$ cat src/rtl/clocking_pkg.sv
// -----------------------------------------------------------------------------
// clocking_pkg
//   Shared definitions for the clock-divider / reset-sequencer block.
//   - fsm_state_e : sequencer state (HOLD, LOCKED, SETTLE)
//   - legal parameter ranges of clk_div_reset_seq
//   - derived widths for the channel index and the stretch counter
// -----------------------------------------------------------------------------
package clocking_pkg;

    typedef enum logic [1:0] {
        HOLD   = 2'd0,  // system held in reset while the stretch counter runs
        LOCKED = 2'd1,  // all channels stable, divider writes accepted
        SETTLE = 2'd2   // waiting for the first ce of a reconfigured channel
    } fsm_state_e;

    // Legal parameter ranges
    localparam int NUM_CH_MIN  = 1;
    localparam int NUM_CH_MAX  = 8;
    localparam int DIV_W_MIN   = 1;
    localparam int DIV_W_MAX   = 16;
    localparam int STRETCH_MIN = 2;
    localparam int STRETCH_MAX = 1023;

    // Channel index covers NUM_CH_MAX channels; stretch counter covers STRETCH_MAX
    localparam int CH_IDX_W  = 3;
    localparam int STRETCH_W = 10;

endpackage

$ cat src/rtl/clk_div_channel.sv
// -----------------------------------------------------------------------------
// clk_div_channel
//   One divided-clock channel. A counter runs 0..div; on the cycle it equals
//   div the channel pulses ce, wraps the counter and toggles clk_out, giving
//   ce at refclk/(div+1) and clk_out at refclk/(2*(div+1)) with 50 % duty.
//
// Ports
//   refclk   in   clock, rising edge
//   resetN   in   asynchronous active-low reset
//   run      in   counting enabled (synchronised reset released)
//   sync     in   phase realign: clears cnt and clk_out next edge, masks ce now
//   load     in   load load_div into div and clear cnt / clk_out next edge
//   load_div in   new divider value
//   ce       out  clock-enable pulse
//   clk_out  out  50 % toggle output
// -----------------------------------------------------------------------------
module clk_div_channel #(
    parameter int               DIV_W    = 8,
    parameter logic [DIV_W-1:0] DIV_INIT = '0
) (
    input  logic             refclk,
    input  logic             resetN,
    input  logic             run,
    input  logic             sync,
    input  logic             load,
    input  logic [DIV_W-1:0] load_div,
    output logic             ce,
    output logic             clk_out
);

    logic [DIV_W-1:0] cnt;
    logic [DIV_W-1:0] div;
    logic             tog;
    logic             hit;

    // Unsigned compare; cnt never passes div because every div change clears cnt.
    assign hit     = (cnt == div);
    // ce is masked during a realign cycle so no pulse escapes while phases reset.
    assign ce      = run & hit & ~sync;
    assign clk_out = tog;

    always_ff @(posedge refclk or negedge resetN) begin
        if (!resetN) begin
            cnt <= '0;
            div <= DIV_INIT;
            tog <= 1'b0;
        end else begin
            if (load) begin
                div <= load_div;
            end
            if (!run || sync || load) begin
                cnt <= '0;
                tog <= 1'b0;
            end else if (hit) begin
                cnt <= '0;
                tog <= ~tog;
            end else begin
                cnt <= cnt + DIV_W'(1);
            end
        end
    end

endmodule

$ cat src/rtl/clk_div_reset_seq.sv
// -----------------------------------------------------------------------------
// clk_div_reset_seq
//   NUM_CH programmable clock dividers plus a stretched system-reset
//   sequencer. resetN is released through a two-flop synchroniser; the
//   sequencer then holds sys_resetN low for RST_STRETCH cycles before
//   declaring lock. Divider writes are only taken while locked and drop
//   lock until the reconfigured channel produces its first ce.
//
// Ports
//   refclk     in   single clock, rising edge
//   resetN     in   asynchronous active-low reset
//   cfg_valid  in   divider-write request
//   cfg_ready  out  divider write can be accepted (LOCKED only)
//   cfg_ch     in   target channel index (indices >= NUM_CH are discarded)
//   cfg_div    in   new divider value
//   sync_in    in   single-cycle phase-realign strobe for all channels
//   ce_out     out  per-channel clock-enable pulses
//   clk_out    out  per-channel 50 % toggle outputs (to DDR output registers)
//   locked     out  all channels stable
//   sys_resetN out  stretched, synchronously released system reset
//   fsm_state  out  sequencer state, for observation
//
// Config handshake: a write transfers on a rising edge where cfg_valid and
// cfg_ready are both high; cfg_ch/cfg_div must be stable while cfg_valid is
// high; cfg_valid may be raised at any time and the requester keeps it high
// until the transfer; cfg_ready does not depend on cfg_valid.
// -----------------------------------------------------------------------------
module clk_div_reset_seq
    import clocking_pkg::*;
#(
    parameter int NUM_CH      = 2,
    parameter int DIV_W       = 8,
    parameter int DIV_INIT    = 0,
    parameter int RST_STRETCH = 16
) (
    input  logic                refclk,
    input  logic                resetN,
    input  logic                cfg_valid,
    output logic                cfg_ready,
    input  logic [CH_IDX_W-1:0] cfg_ch,
    input  logic [DIV_W-1:0]    cfg_div,
    input  logic                sync_in,
    output logic [NUM_CH-1:0]   ce_out,
    output logic [NUM_CH-1:0]   clk_out,
    output logic                locked,
    output logic                sys_resetN,
    output fsm_state_e          fsm_state
);

    localparam logic [DIV_W-1:0]     DIV_RST    = DIV_W'(DIV_INIT);
    localparam logic [STRETCH_W-1:0] STRETCH_TC = STRETCH_W'(RST_STRETCH - 1);
    localparam logic [CH_IDX_W:0]    NUM_CH_U   = (CH_IDX_W + 1)'(NUM_CH);

    // -------------------------------------------------------------------------
    // Reset synchroniser: asserts asynchronously, releases after two edges.
    // -------------------------------------------------------------------------
    logic rst_meta;
    logic rst_sync;

    always_ff @(posedge refclk or negedge resetN) begin
        if (!resetN) begin
            rst_meta <= 1'b0;
            rst_sync <= 1'b0;
        end else begin
            rst_meta <= 1'b1;
            rst_sync <= rst_meta;
        end
    end

    // -------------------------------------------------------------------------
    // Config decode
    // -------------------------------------------------------------------------
    logic              accept;
    logic              ch_ok;
    logic [NUM_CH-1:0] load_vec;

    assign accept = cfg_valid & cfg_ready;
    // An out-of-range index still completes the handshake but loads nothing.
    assign ch_ok  = ({1'b0, cfg_ch} < NUM_CH_U);

    // -------------------------------------------------------------------------
    // Divider channels
    // -------------------------------------------------------------------------
    for (genvar i = 0; i < NUM_CH; i++) begin : g_ch
        assign load_vec[i] = accept & ch_ok & (cfg_ch == CH_IDX_W'(i));

        clk_div_channel #(
            .DIV_W    (DIV_W),
            .DIV_INIT (DIV_RST)
        ) u_ch (
            .refclk   (refclk),
            .resetN   (resetN),
            .run      (rst_sync),
            .sync     (sync_in),
            .load     (load_vec[i]),
            .load_div (cfg_div),
            .ce       (ce_out[i]),
            .clk_out  (clk_out[i])
        );
    end

    // -------------------------------------------------------------------------
    // Sequencer FSM
    // -------------------------------------------------------------------------
    fsm_state_e            state;
    fsm_state_e            state_nxt;
    logic [STRETCH_W-1:0]  stretch_cnt;
    logic [STRETCH_W-1:0]  stretch_nxt;
    logic [CH_IDX_W-1:0]   settle_ch;
    logic [CH_IDX_W-1:0]   settle_ch_nxt;
    logic [NUM_CH_MAX-1:0] ce_pad;

    always_comb begin
        state_nxt           = state;
        stretch_nxt         = stretch_cnt;
        settle_ch_nxt       = settle_ch;
        // Zero-padded so any settle_ch value indexes a defined bit.
        ce_pad              = '0;
        ce_pad[NUM_CH-1:0]  = ce_out;

        unique case (state)
            HOLD: begin
                if (rst_sync) begin
                    if (stretch_cnt == STRETCH_TC) begin
                        state_nxt   = LOCKED;
                        stretch_nxt = '0;
                    end else begin
                        stretch_nxt = stretch_cnt + STRETCH_W'(1);
                    end
                end
            end
            LOCKED: begin
                if (accept && ch_ok) begin
                    state_nxt     = SETTLE;
                    settle_ch_nxt = cfg_ch;
                end
            end
            SETTLE: begin
                if (ce_pad[settle_ch]) begin
                    state_nxt = LOCKED;
                end
            end
            default: begin
                state_nxt = HOLD;
            end
        endcase
    end

    // Status outputs are registered from the next state so they change on the
    // same edge as the state and never glitch on the system reset net.
    always_ff @(posedge refclk or negedge resetN) begin
        if (!resetN) begin
            state       <= HOLD;
            stretch_cnt <= '0;
            settle_ch   <= '0;
            locked      <= 1'b0;
            cfg_ready   <= 1'b0;
            sys_resetN  <= 1'b0;
        end else begin
            state       <= state_nxt;
            stretch_cnt <= stretch_nxt;
            settle_ch   <= settle_ch_nxt;
            locked      <= (state_nxt == LOCKED);
            cfg_ready   <= (state_nxt == LOCKED);
            sys_resetN  <= (state_nxt != HOLD);
        end
    end

    assign fsm_state = state;

endmodule

$ cat config.mk
export PLATFORM = sky130hd
export DESIGN_NAME = clk_div_reset_seq
export DESIGN_NICKNAME = d
export VERILOG_FILES = /design/src/rtl/clocking_pkg.sv /design/src/rtl/clk_div_channel.sv /design/src/rtl/clk_div_reset_seq.sv
export SDC_FILE = /design/constraint.sdc
export NUM_CORES = 1
export LEC_CHECK = 0
export BUFFER_PORTS_ARGS = -buffer_cell sky130_fd_sc_hd__buf_4
export CORE_AREA = 2 2 88 90
export CTS_BUF_LIST = sky130_fd_sc_hd__clkbuf_2 sky130_fd_sc_hd__clkbuf_4 sky130_fd_sc_hd__clkbuf_8
export DETAILED_ROUTE_END_ITERATION = 7
export DIE_AREA = 0 0 90 92
export PLACE_DENSITY_LB_ADDON = 0.2
export SYNTH_ARGS = -nofsm -noshare
export SYNTH_HDL_FRONTEND = slang
export SYNTH_SLANG_ARGS = --single-unit
$ cat constraint.sdc
create_clock -name refclk -period 2.7 [get_ports refclk]
set_input_delay 0.135 -clock refclk [delete_from_list [all_inputs] [get_ports refclk]]
set_output_delay 0.135 -clock refclk [all_outputs]
set_load 0.01 [all_outputs]
Word-level counts from Yosys, hierarchy flattened. Index checks and enable logic that the tools add are counted.

Input port bits: 15. Flip-flop bits (word level): 53. Logic and storage cells: 64. Output and inout port bits: 9.

Reductions and logical operators: 12. $lt $le $gt $ge: 2. Bitwise logic cells: 11. Mux-type cells: 16. Eq/ne operators: 7. Add/sub/neg operators: 3.

Operators by type and width (number): $mux W8 (4); $add A8 B1 Y8 const B (2); $eq A8 B8 Y1 (2); $add A10 B1 Y10 const B (1); $eq A10 B4 Y1 const B (1); $mux W10 (1); $and A1 B1 Y1 (8); $mux W2 (4); $pmux W2 S3 (1); $reduce_bool A2 Y1 (3); $mux W1 (5); $eq A2 B1 Y1 const B (2); $lt A3 B4 Y1 const B (1); $reduce_and A2 Y1 (2); $bmux W1 S3 (1); $eq A3 B1 Y1 const B (1); $logic_not A3 Y1 (1); $logic_or A1 B1 Y1 (3); $lt A3 B2 Y1 const B (1); $not A1 Y1 (3); $eq A2 B2 Y1 const B (1); $logic_not A2 Y1 (1); $logic_and A1 B1 Y1 (1); $logic_not A1 Y1 (1).

Longest topological paths before layout.
Depth in word-level cells: 8. Depth in mapped cells: 5. Gate-level depth less buffers: 5.

Modules after synthesis. Synthesis repeated with hierarchy kept, for this count alone.

Cell total of the unflattened synthesis: 207. Area total of the unflattened synthesis: 2468.6 um2.

By module, submodules not included: clk_div_channel (seq. area each 425.4 um2, cells an instance 65, times used 2, area each 797.0 um2); clk_div_reset_seq (seq. area each 475.5 um2, cells an instance 77, times used 1, area each 874.6 um2).

Least setup slack after synthesis. Ideal clock, no wire load.

Path type: register to register. Start point: register stretch_cnt[6]. End point: register stretch_cnt[4]. Library setup time: 125 ps. Data required time: 2575 ps. Slack: 1238 ps. Arrival time: 1337 ps. Stages on the path, launching flop included: 4. Path buffers: 0. Clock period less this slack: 1462 ps. Cell sequence: dfrtp_1 or4_4 o21ba_1 mux2_2.

Cells in the longest elaborated chain, start to end: 2.

RTL lines: start, declared (line clk_div_reset_seq.sv:107) `logic [STRETCH_W-1:0] stretch_cnt;`; start signal, assigned (line clk_div_reset_seq.sv:161) `stretch_cnt <= stretch_nxt;`; $eq A10 B4 Y1 (line clk_div_reset_seq.sv:124) `if (stretch_cnt == STRETCH_TC) begin`; $mux W10 (line clk_div_reset_seq.sv:124).

Every way passes these cells. A chain may end at the register's enable or synchronous reset.

Worst setup path after layout.
Start point: register g_ch[1].u_ch.cnt[2]. End point: output port ce_out[1].

Cells in the longest elaborated chain, start to end: 3.

RTL lines: start, declared (line clk_div_channel.sv:31) `logic [DIV_W-1:0] cnt;`; start signal, assigned (line clk_div_channel.sv:58) `cnt <= cnt + DIV_W'(1);`; $eq A8 B8 Y1 (line clk_div_channel.sv:37) `assign hit = (cnt == div);`; $and A1 B1 Y1 (2 in a row) (line clk_div_channel.sv:39) `assign ce = run & hit & ~sync;`; end, declared (line clk_div_reset_seq.sv:43) `output logic [NUM_CH-1:0] ce_out,`.

Every way passes these cells.

==> results.json <==
{
  "status": "finished, final reports clean",
  "grt_pass1_wl_mm": 8.107,
  "worst_slew_pin_slew_ns": 0.6754,
  "overflow": 0,
  "post-cts-setup-buffers": 0,
  "finalCritPeriodShare": 0.7248,
  "drt_pass1_iterations": 4,
  "ys.flop_type": "dfrtp_1",
  "cp_data_arrival_time_ns": 1.82,
  "synth_fp_nets": 233,
  "grt_use_total": 0.1219,
  "dp_slack_ns": 1.082,
  "synth_top_area_share": 0.5261,
  "setup_viol_count_final": 0,
  "r2r-start": "g_ch[1].u_ch.cnt[2]",
  "drt-initial-drc-count": 42,
  "wl_met2_mm": 2.117,
  "dieArea_um2": 8280,
  "gp_congestion": 0.7469,
  "vias": 1608,
  "cts_tree": "done",
  "synth_area_leaders": "dfrtp_1 53%, mux2_2 8.5%, xnor2_1 8.3%",
  "num-fill-cells": 761,
  "io_pins": 24,
  "final_common_cell": "dfrtp_1",
  "wl_met1_mm": 2.344,
  "grt_pass1_vias": 1627,
  "die_y_um": 92,
  "n_antenna_cell": 0,
  "syn_area_um2": 2521,
  "end_kind": "primary output",
  "drc": 0,
  "wl_per_cell_um": 13.68,
  "yosysUniqueCellTypes": 41,
  "cts-root-buf": "clkbuf_8",
  "seq_area_frac_synth": 0.5261,
  "worstPathMaxFanout": 5,
  "syn_inst": 215,
  "powerDensity_nw_per_um2": 845.5,
  "clkSlewWorstSetupHoldPaths_ns": 0.09,
  "fin_skew_ns": 0.007370,
  "reg2reg_slack_ns": 1.10,
  "final-seq-area_um2": 1326,
  "synthToLayoutAreaGrowth_pct": 15.58,
  "path_class": "reg2out",
  "worstSetupEndpoint": "ce_out[1]",
  "leakagePower_nw": 1.280,
  "wirelength_mm": 4.707,
  "timing.rr.end": "g_ch[1].u_ch.cnt[7]",
  "rsz0062_at_grt": "no",
  "hold_class": "in2reg",
  "yosysWarnings": 0,
  "startpoint_type": "flip-flop",
  "peakVddDrop_mv": 0.4168,
  "antenna_left": 0,
  "drv_cap": 0,
  "numPortBuffers": 23,
  "cts.sinks": 53,
  "wl_met3_um": 184,
  "final_cell_mix": "53 x dfrtp_1, 24 x xnor2_1, 23 x buf_4, 21 x nor2_1, 19 x mux2_2",
  "num_rows": 32,
  "start_util": 0.3385,
  "fmax_mhz": 511.0,
  "min_period_ns": 1.957,
  "cts_htree_levels": 2,
  "synth_top_area_cell": "dfrtp_1",
  "fp.coreArea_um2": 7447,
  "slew_headroom": 0.5497,
  "grt_max_degree": 54,
  "cts_buffers": 5,
  "multiInputGateArea_um2": 1150,
  "drive_gt1_frac": 0.2521,
  "r2r_cells": 4,
  "crit_start": "g_ch[1].u_ch.cnt[2]",
  "vias_per_cell": 4.674,
  "topRoutingLayerUsed": "met4",
  "fin_nets": 259,
  "grt_antenna_before_repair": 0,
  "hold_violations": 0,
  "maxSlewViolCount": 0,
  "hpwlAfterDp_mm": 3.429,
  "die_w_um": 90,
  "required_ns": 2.57,
  "ys_seq_elements": 53,
  "clockBufferDepth": 2,
  "async_reset_ff_frac": 1.000,
  "finalWorstSetupSlack_ns": 0.7429,
  "synth_edf_count": 0,
  "tns_ns": 0,
  "synth_area_per_cell_um2": 11.73,
  "insertion_delay_ns": 0.30
}
==> state kept, by name, summed over array words and instances, names as in the netlist <==
name               cells
g_ch.u_ch.clk_out      2
stretch_cnt           10
locked                 1
g_ch.u_ch.div         16
rst_sync               1
settle_ch              3
fsm_state              2
g_ch.u_ch.cnt         16
sys_resetN             1
rst_meta               1
==> worst min-delay path by stage <==
stage,start,to,cells past startpoint
global route,cfg_div[4],g_ch[1].u_ch.div[4],2
CTS,cfg_div[4],g_ch[1].u_ch.div[4],2
floorplan,resetN,fsm_state[0],0
global placement,resetN,locked,1
finish,cfg_div[4],g_ch[1].u_ch.div[4],2
detailed placement,resetN,g_ch[1].u_ch.clk_out,1
==> Yosys cell counts, drive strengths merged, types with 4 or more instances <==
| library cell | number |
|---|---|
| dfrtp | 53 |
| xnor2 | 24 |
| nand3 | 11 |
| xor2 | 12 |
| nor3 | 4 |
| buf | 5 |
| or2 | 4 |
| nand4 | 6 |
| nor2 | 22 |
| and3 | 6 |
| nand2 | 9 |
| mux2 | 19 |
==> through the flow <==
stage,cells,utilization,hold WS (ns),instance area [µm²],power (mW)
after global placement,335,0.3738,0.2279,2784,1.917
after detailed placement,335,0.3738,0.2305,2784,1.935
after global routing,344,0.3913,0.05294,2914,2.647
final,344,0.3913,0.07470,2914,2.464
after floorplan,215,-,-0.1606,2521,1.707
after CTS,344,0.3913,0.06032,2914,2.515
==> per-layer routing <==
| layer | vias to the layer above | GRT usage |
|---|---|---|
| met5 | - | 0 |
| met1 | 781 | 0.1651 |
| met2 | 31 | 0.1942 |
| met4 | 0 | 0.03846 |
| met3 | 5 | 0.02876 |
| li1 | 791 | - |
==> layout make-up <==
type,count,area share
sequential,53,0.4551
inverter,2,0.002576
clock inverter,1,0.01030
clock buffer,7,0.03091
timing repair buffer,24,0.06269
multi-input combinational,155,0.3946
tap,102,0.04380
==> power by group <==
part	switching (mW)	internal, mW	total (mW)	leakage (nW)
Sequential	0.166	0.983	1.15	0.709
Clock	0.251	0.313	0.564	0.0619
Combinational	0.352	0.400	0.752	0.508
Total	0.769	1.70	2.46	1.28
==> logic make-up (layout without fill, tap and decap cells) <==
kind of cell	after synthesis	count (layout)	share of synthesized area
and+or+nand+nor	84	84	0.1975
DFF	53	53	0.5261
xor gates and xnor gates	36	36	0.1251
muxes	19	19	0.08487
AOI/OAI and AO/OA	12	12	0.03226
buffers and inverters	7	34	0.01787
adders and majority gates	3	3	0.01489
other	1	1	0.001487
==> repair_timing <==
| action | in CTS | in global routing |
|---|---|---|
| endpoints found under the hold margin | 53 | 0 |
| setup endpoints to repair | 0 | 0 |
| hold buffers | 1 | 0 |
| resized for setup | 0 | 0 |
==> critical path, cell delays in order (launching register included) <==
cell,delay [ns]
dfrtp_1,0.46
xnor2_1,0.18
nand4_1,0.22
or2_2,0.40
nor2_1,0.13
buf_4,0.14
(Power assumes the default switching activity.)
